**src/rtl/uart_pkg.sv**
```systemverilog
// rtl/uart_pkg.sv - shared parity codes and FSM state encoding for the UART transmitter.
package uart_pkg;

  localparam logic [1:0] PAR_NONE = 2'b00;
  localparam logic [1:0] PAR_EVEN = 2'b01;
  localparam logic [1:0] PAR_ODD  = 2'b10;

  localparam logic [2:0] ST_IDLE_ENC   = 3'd0;
  localparam logic [2:0] ST_START_ENC  = 3'd1;
  localparam logic [2:0] ST_DATA_ENC   = 3'd2;
  localparam logic [2:0] ST_PARITY_ENC = 3'd3;
  localparam logic [2:0] ST_STOP_ENC   = 3'd4;
  localparam logic [2:0] ST_BREAK_ENC  = 3'd5;

  typedef enum logic [2:0] {
    S_IDLE   = ST_IDLE_ENC,
    S_START  = ST_START_ENC,
    S_DATA   = ST_DATA_ENC,
    S_PARITY = ST_PARITY_ENC,
    S_STOP   = ST_STOP_ENC,
    S_BREAK  = ST_BREAK_ENC
  } state_t;

endpackage

```
**src/rtl/uart_bit_timer.sv**
```systemverilog
// rtl/uart_bit_timer.sv - reloadable down-counter marking the last clk of each serial bit.
module uart_bit_timer
  import uart_pkg::*;
#(
  parameter int CLKS_PER_BIT = 10
) (
  input  logic clk,
  input  logic reset,
  input  logic load,
  output logic bit_end
);

  localparam int CW = (CLKS_PER_BIT > 2) ? $clog2(CLKS_PER_BIT) : 1;
  localparam logic [CW-1:0] RELOAD = CW'(CLKS_PER_BIT - 1);

  logic [CW-1:0] cnt_q, cnt_d;

  always_comb begin
    cnt_d = cnt_q;
    if (load) begin
      cnt_d = RELOAD;
    end else if (cnt_q != '0) begin
      cnt_d = cnt_q - CW'(1);
    end
  end

  always_ff @(posedge clk or posedge reset) begin
    if (reset) begin
      cnt_q <= '0;
    end else begin
      cnt_q <= cnt_d;
    end
  end

  assign bit_end = (cnt_q == '0);

endmodule

```
**src/rtl/uart_tx_cfg.sv**
```systemverilog
// rtl/uart_tx_cfg.sv - configurable UART transmitter; UART_TX_BREAK_EN adds a break generator.
module uart_tx_cfg
  import uart_pkg::*;
#(
  parameter int DATA_BITS    = 8,
  parameter int CLKS_PER_BIT = 10
`ifdef UART_TX_BREAK_EN
  , parameter int BREAK_BITS = 13
`endif
) (
  input  logic                 clk,
  input  logic                 reset,
  input  logic [DATA_BITS-1:0] din,
  input  logic                 din_valid,
  output logic                 din_ready,
  input  logic [1:0]           parity_mode,
  input  logic                 two_stop,
  output logic                 tx,
  output logic                 busy,
  output logic                 tx_done
`ifdef UART_TX_BREAK_EN
  , input logic                break_req
`endif
);

  localparam int BW = $clog2(DATA_BITS + 1);

  state_t               state_q, state_d;
  logic [DATA_BITS-1:0] shift_q, shift_d;
  logic [BW-1:0]        bit_cnt_q, bit_cnt_d;
  logic                 par_en_q, par_en_d;
  logic                 par_q, par_d;
  logic                 two_stop_q, two_stop_d;
  logic                 tx_q, tx_d;
  logic                 ready_q, ready_d;
  logic                 done_q, done_d;
  logic                 load;
  logic                 bit_end;

`ifdef UART_TX_BREAK_EN
  localparam int KW = $clog2(BREAK_BITS + 1);
  logic [KW-1:0] brk_cnt_q, brk_cnt_d;
`endif

  uart_bit_timer #(
    .CLKS_PER_BIT(CLKS_PER_BIT)
  ) u_bit_timer (
    .clk     (clk),
    .reset   (reset),
    .load    (load),
    .bit_end (bit_end)
  );

  always_comb begin
    state_d    = state_q;
    shift_d    = shift_q;
    bit_cnt_d  = bit_cnt_q;
    par_en_d   = par_en_q;
    par_d      = par_q;
    two_stop_d = two_stop_q;
    load       = 1'b0;
    done_d     = 1'b0;
`ifdef UART_TX_BREAK_EN
    brk_cnt_d  = brk_cnt_q;
`endif

    case (state_q)
      S_IDLE: begin
`ifdef UART_TX_BREAK_EN
        if (break_req) begin
          state_d   = S_BREAK;
          brk_cnt_d = '0;
          load      = 1'b1;
        end else
`endif
        if (din_valid && ready_q) begin
          shift_d    = din;
          par_en_d   = (parity_mode == PAR_EVEN) || (parity_mode == PAR_ODD);
          par_d      = (^din) ^ (parity_mode == PAR_ODD);
          two_stop_d = two_stop;
          bit_cnt_d  = '0;
          state_d    = S_START;
          load       = 1'b1;
        end
      end
      S_START: begin
        if (bit_end) begin
          state_d = S_DATA;
          load    = 1'b1;
        end
      end
      S_DATA: begin
        if (bit_end) begin
          load    = 1'b1;
          shift_d = shift_q >> 1;
          if (bit_cnt_q == BW'(DATA_BITS - 1)) begin
            bit_cnt_d = '0;
            state_d   = par_en_q ? S_PARITY : S_STOP;
          end else begin
            bit_cnt_d = bit_cnt_q + BW'(1);
          end
        end
      end
      S_PARITY: begin
        if (bit_end) begin
          state_d = S_STOP;
          load    = 1'b1;
        end
      end
      S_STOP: begin
        // bit_cnt counts completed stop bits; it is zero on entry
        if (bit_end) begin
          if (two_stop_q && (bit_cnt_q == '0)) begin
            bit_cnt_d = BW'(1);
            load      = 1'b1;
          end else begin
            state_d = S_IDLE;
            done_d  = 1'b1;
          end
        end
      end
`ifdef UART_TX_BREAK_EN
      S_BREAK: begin
        if (bit_end) begin
          if (brk_cnt_q == KW'(BREAK_BITS - 1)) begin
            state_d = S_IDLE;
            done_d  = 1'b1;
          end else begin
            brk_cnt_d = brk_cnt_q + KW'(1);
            load      = 1'b1;
          end
        end
      end
`endif
      default: state_d = S_IDLE;
    endcase
  end

  // tx is registered from the next state so each bit lines up with its state
  always_comb begin
    tx_d = 1'b1;
    case (state_d)
      S_START:  tx_d = 1'b0;
      S_DATA:   tx_d = shift_d[0];
      S_PARITY: tx_d = par_q;
      S_BREAK:  tx_d = 1'b0;
      default:  tx_d = 1'b1;
    endcase
    ready_d = (state_d == S_IDLE);
  end

  always_ff @(posedge clk or posedge reset) begin
    if (reset) begin
      state_q    <= S_IDLE;
      shift_q    <= '0;
      bit_cnt_q  <= '0;
      par_en_q   <= 1'b0;
      par_q      <= 1'b0;
      two_stop_q <= 1'b0;
      tx_q       <= 1'b1;
      ready_q    <= 1'b0;
      done_q     <= 1'b0;
    end else begin
      state_q    <= state_d;
      shift_q    <= shift_d;
      bit_cnt_q  <= bit_cnt_d;
      par_en_q   <= par_en_d;
      par_q      <= par_d;
      two_stop_q <= two_stop_d;
      tx_q       <= tx_d;
      ready_q    <= ready_d;
      done_q     <= done_d;
    end
  end

`ifdef UART_TX_BREAK_EN
  always_ff @(posedge clk or posedge reset) begin
    if (reset) begin
      brk_cnt_q <= '0;
    end else begin
      brk_cnt_q <= brk_cnt_d;
    end
  end
`endif

  assign tx        = tx_q;
  assign din_ready = ready_q;
  assign tx_done   = done_q;
  assign busy      = (state_q != S_IDLE);

endmodule

```
**config.mk**
```make
export PLATFORM = sky130hd
export DESIGN_NAME = uart_tx_cfg
export DESIGN_NICKNAME = d
export VERILOG_FILES = /design/src/rtl/uart_pkg.sv /design/src/rtl/uart_bit_timer.sv /design/src/rtl/uart_tx_cfg.sv
export SDC_FILE = /design/constraint.sdc
export NUM_CORES = 1
export LEC_CHECK = 0
export CAP_MARGIN = 0
export CORE_MARGIN = 4
export CORE_UTILIZATION = 54
export DETAILED_ROUTE_END_ITERATION = 10
export GPL_TIMING_DRIVEN = 0
export PLACE_DENSITY = 0.85
export SLEW_MARGIN = 20
export SYNTH_ARGS = -nofsm -noshare
export SYNTH_HDL_FRONTEND = slang
export SYNTH_SLANG_ARGS = --single-unit
```
**constraint.sdc**
```tcl
create_clock -name clk -period 2.53 [get_ports clk]
set_input_delay 0.3795 -clock clk [delete_from_list [all_inputs] [get_ports clk]]
set_output_delay 0.3795 -clock clk [all_outputs]
set_load 0.03 [all_outputs]
```
==> results <==
- The post-route clock skew is between 0.006 and 0.007 ns.
- The net switching power is roughly 140 µW.
- The clock group share of total power is between 20 and 30%.
- Among all flip-flop cells after synthesis, the most frequent one is dfrtp_1.
- STA classifies the critical path startpoint as a flip-flop.
- The critical path data required time is roughly 2.8 ns.
- Of the total power, the share spent switching nets is 21.8%.
- The via count of the first global-routing pass is about 1.1k.
- The critical path's slowest cell is or4_4.
- Counting every net in the synthesized netlist gives around 150.
- Counting the fill cells in the layout gives ~180.
- The class of the most critical hold timing path is flip-flop to flip-flop.
- The detail-routed via count per cell is approximately 5.7.
- Traced cell by cell, the critical path runs through inv_1, ha_4, or3b_1, buf_6, or4_4, a221oi_4, a211oi_1, a22oi_1.
- After synthesis, the share of flip-flops with an asynchronous set or reset is 100%.
- The combinational family with the most area after synthesis is simple AND/OR/NAND/NOR gates.
- The share of synthesized area spent on multiplexers is 3.23%.
- The total DRC errors in the routed layout is 0.
- The post-route minimum period is 2.41 ns.
- The power density over the cells is 389 mW/mm².
- The share of total power in sequential cells is 63.5%.
- The share of layout cells above drive strength 1 is between 10 and 15%.
- Counting the buffers created by CTS gives 3.
- The kind of critical path is flip-flop to flip-flop.
- Yosys attributes the largest share of cell area to dfrtp_1 44%, nand2_1 5.3%, xnor2_1 4.5%.
- The data arrival time at the worst-slack endpoint is 2.64 ns.
- The number of nets with antenna violations after detailed routing is 0.
- Counting cells, the worst reg-to-reg path comes to 8.
- The internal power component is between 400 and 500 µW.
- The later-pin clock latency in the skew report is between 0.3 and 0.4 ns.
- In this run the worst path has a maximum fanout of 8.
- The number of warning messages in the yosys log is 0.
- Timing would allow up to 0.415 GHz.
- The clock passes through at most 2 buffers.
- The number of unique standard cell types used by synthesis is 42.
- The number of storage elements in the synthesis netlist is 25.
- The critical register-to-register path startpoint is u_bit_timer.cnt_q[0].
- The worst slew slack as a fraction of its limit is 39.3%.
- The finished cells cover roughly 0.0016 mm².
- After global routing the overflow that remains totals 0.
- The endpoint of the worst hold-timing path is shift_q[0].
- The total negative setup slack is 0 ns.
- Leaving out filler cells and counting taps, the final layout contains 185.
- Summing the areas of all compound-gate instances in the mapped netlist gives between 10% and 20% of the synthesized area.
- The initial antenna violation count is 0.
- The clock net in this run drives a total of 25 sinks.
- The kind of cell with the highest combined delay along the critical path is simple AND/OR/NAND/NOR gates.
- TritonCTS built the clock tree.
- The die covers 0.00338 mm².
- The die is ~58 µm tall.
- After detailed routing, the total wire length is around 2600 µm.
- The number of hold-slack violations in the final timing report is 0.
- The reported max-cap violation count is 0.
- The largest area contributor in the synthesized netlist is dfrtp_1.
- The transition time of the tightest slew-check pin is 0.910 ns.
- The startpoint of the worst hold path is shift_q[0].
- Together, buffers and inverters on the worst path number 2.
- The initial utilization of the core area, before any placement, comes to 59.0%.
- The number of antenna diodes is 0.
- The total number of vias is approximately 1.1k.
- In the final routed layout, each cell accounts on average for 14.0 µm.
- Pin placement for this block handled 18 I/O pins.
- The cts-stage hold buffer count is 0.
- The first-pass GRT wire length is between 4000 and 5000 µm.
- The number of input and output port buffers inserted is 17.
- Summing the areas of all xor and xnor instances in the mapped netlist gives under 10% of the synthesized area.
- The wire-length estimate of the detail-placed layout is roughly 1900 µm.
- The post-layout utilization of the core is roughly 70%.
- Summing the sequential cell areas from Yosys gives 46.3% of the chip area.
- The maximum level of the CTS H-tree is 1.
- The area taken by flip-flops and latches is around 630 µm².
- After Yosys synthesis, full adders, half adders and majority gates account for about 3.7% of the synthesized area.
- The share of synthesized area in the top cell type comes to 44.3%.
- dfrtp_1 is the most common cell in the netlist.
- The setup check on the worst reg-to-reg path leaves a slack of 0.12 ns.
- The area share of and/or/nand/nor cells after synthesis is 18.9%.
- The synthesized design contains 0 enable-type register cells.
- The final layout contains 176 nets.
- Setup violations remaining at the end of the flow were counted as 0.
- The last weighted congestion value of the routability-driven placer is between 0.8 and 0.9.
- By count the netlist is led by 24 x dfrtp_1, 19 x nand2_1, 10 x nor2_1.
- The final count of pins violating max slew was 0.
- For this design the static power due to leakage is ~0.74 nW.
- After clock tree synthesis, the clock-pin slew on the worst setup and hold paths is ~0.13 ns.
- The die width is ~58 µm.
- The endpoint of the worst register-to-register path is tx.
- The fraction of the cycle the final worst path needs is approximately 95%.
- The area used by multi-input combinational logic is about 670 µm².
- The capturing element type of the critical path is a flip-flop.
- The total global-route track usage is around 17%.
- The largest stage delay on the critical path is just under 0.5 ns.
- Once placement completed, the tool counted placed cells totaling ~180.
- Entering global routing, the biggest net connects 26 pins.
- The setup slack after layout is 0.123 ns.
- The synthesized instance count is 134.
- From synthesis to final layout, the design area changed by 19.2%.
- The largest voltage drop on the vdd net is between 0.3 and 0.4 mV.
- The number of rows in the core area is 17.
- The post-placement cell area is 0.00156 mm².
- The setup slack after placement is approximately 0.13 ns.
- The part of the total power dissipated in combinational logic is 9.0%.
- The number of detailed-routing iterations run before antenna repair is 4.
- Clock tree synthesis selected as its root buffer the cell clkbuf_4.
- The DRC marker count from the first detailed-route iteration is 30.
- The core area is ~0.0023 mm².
- Counting instances, the worst hold path has a depth of 1.
- The average instance area after synthesis is just over 10 µm².
- The synthesized netlist occupies a cell area of about 0.0014 mm².
- The flow ran to the end, and the final reports show no timing, DRC or antenna violations.
## cell usage in the layout, fill, tap and decap left out, types with 2 or more instances in the layout
master / n
inv_1: 9
ha_1: 3
a31oi_1: 2
a211oi_1: 2
nand3_1: 3
nor2_1: 10
buf_4: 2
or3b_2: 2
o31ai_1: 2
o21ai_0: 3
xor2_1: 2
xnor2_1: 7
nor2b_1: 2
a22oi_1: 7
clkdlybuf4s50_1: 17
o21ai_1: 2
dfrtp_1: 24
clkbuf_4: 3
nor2_2: 2
a21oi_1: 2
nor3_1: 3
or3_1: 2
nand2_1: 19
mux2_2: 3
buf_6: 2
## worst register-to-register path: cells and delay by family, from the launching register on
kind	cells	cell delay, ns
compound gates	3	0.62
buf+inv	2	0.27
simple gates	2	0.86
flops	1	0.40
fa+ha+maj	1	0.17
## metrics by stage
step / total power, mW / hold WS (ns)
finish: 0.629 / 0.494
global route: 0.657 / 0.532
CTS: 0.634 / 0.494
detailed placement: 0.464 / 0.465
global placement: 0.463 / 0.454
floorplan: 0.437 / 0.406
## flip-flops by register name, summed over array words and instances (netlist names)
signal and flops:
shift_q 8, bit_cnt_q 4, u_bit_timer.cnt_q 4, state_q 3, din_ready 1, par_en_q 1
par_q 1, two_stop_q 1, tx 1, tx_done 1
## power by group through the flow
stage	Combinational, mW	Sequential (mW)	Clock (mW)
after global placement	0.0562	0.407	0
after global routing	0.0616	0.400	0.195
after detailed placement	0.0572	0.407	0
after CTS	0.0575	0.400	0.177
final	0.0565	0.400	0.173
after floorplan	0.0295	0.407	0
## cell type report
cell class	count	share of cell area (%)
Timing Repair Buffer	19	11.5
Tap cell	28	2.17
Sequential cell	25	38.8
Clock inverter	1	0.310
Inverter	9	2.09
Buffer	4	2.48
Multi-Input combinational cell	96	41.3
Clock buffer	3	1.39
## worst max-delay path by stage
| stage | from | end | slack [ns] | cells past startpoint |
|---|---|---|---|---|
| 4_1_cts | u_bit_timer.cnt_q[0] | tx | 0.07 | 8 |
| 3_3_place_gp | u_bit_timer.cnt_q[0] | tx | 0.20 | 8 |
| 5_1_grt | u_bit_timer.cnt_q[0] | tx | -0.02 | 8 |
| 3_5_place_dp | u_bit_timer.cnt_q[0] | tx | 0.13 | 8 |
| 2_1_floorplan | u_bit_timer.cnt_q[0] | tx | 0.30 | 8 |
| 6_report | u_bit_timer.cnt_q[0] | tx | 0.12 | 8 |
## per-layer routing
metal	global-route usage (%)	vias to the layer above	routed length (µm)
li1	-	515	-
met1	19.8	515	1090
met2	30.8	19	1380
met3	2.67	4	98
met4	6.95	0	23
met5	0	-	0
## cells by family after synthesis
family / count (synthesis)
compound gates: 29
xor+xnor: 9
fa+ha+maj: 4
buf+inv: 13
flops: 25
mux: 4
simple gates: 50
## what timing repair did
item	4_1_cts	5_1_grt
endpoints found under the setup margin	0	1
buffers inserted	0	2
gates resized for setup	0	2
Note: power is estimated with default switching activity, not from simulation.
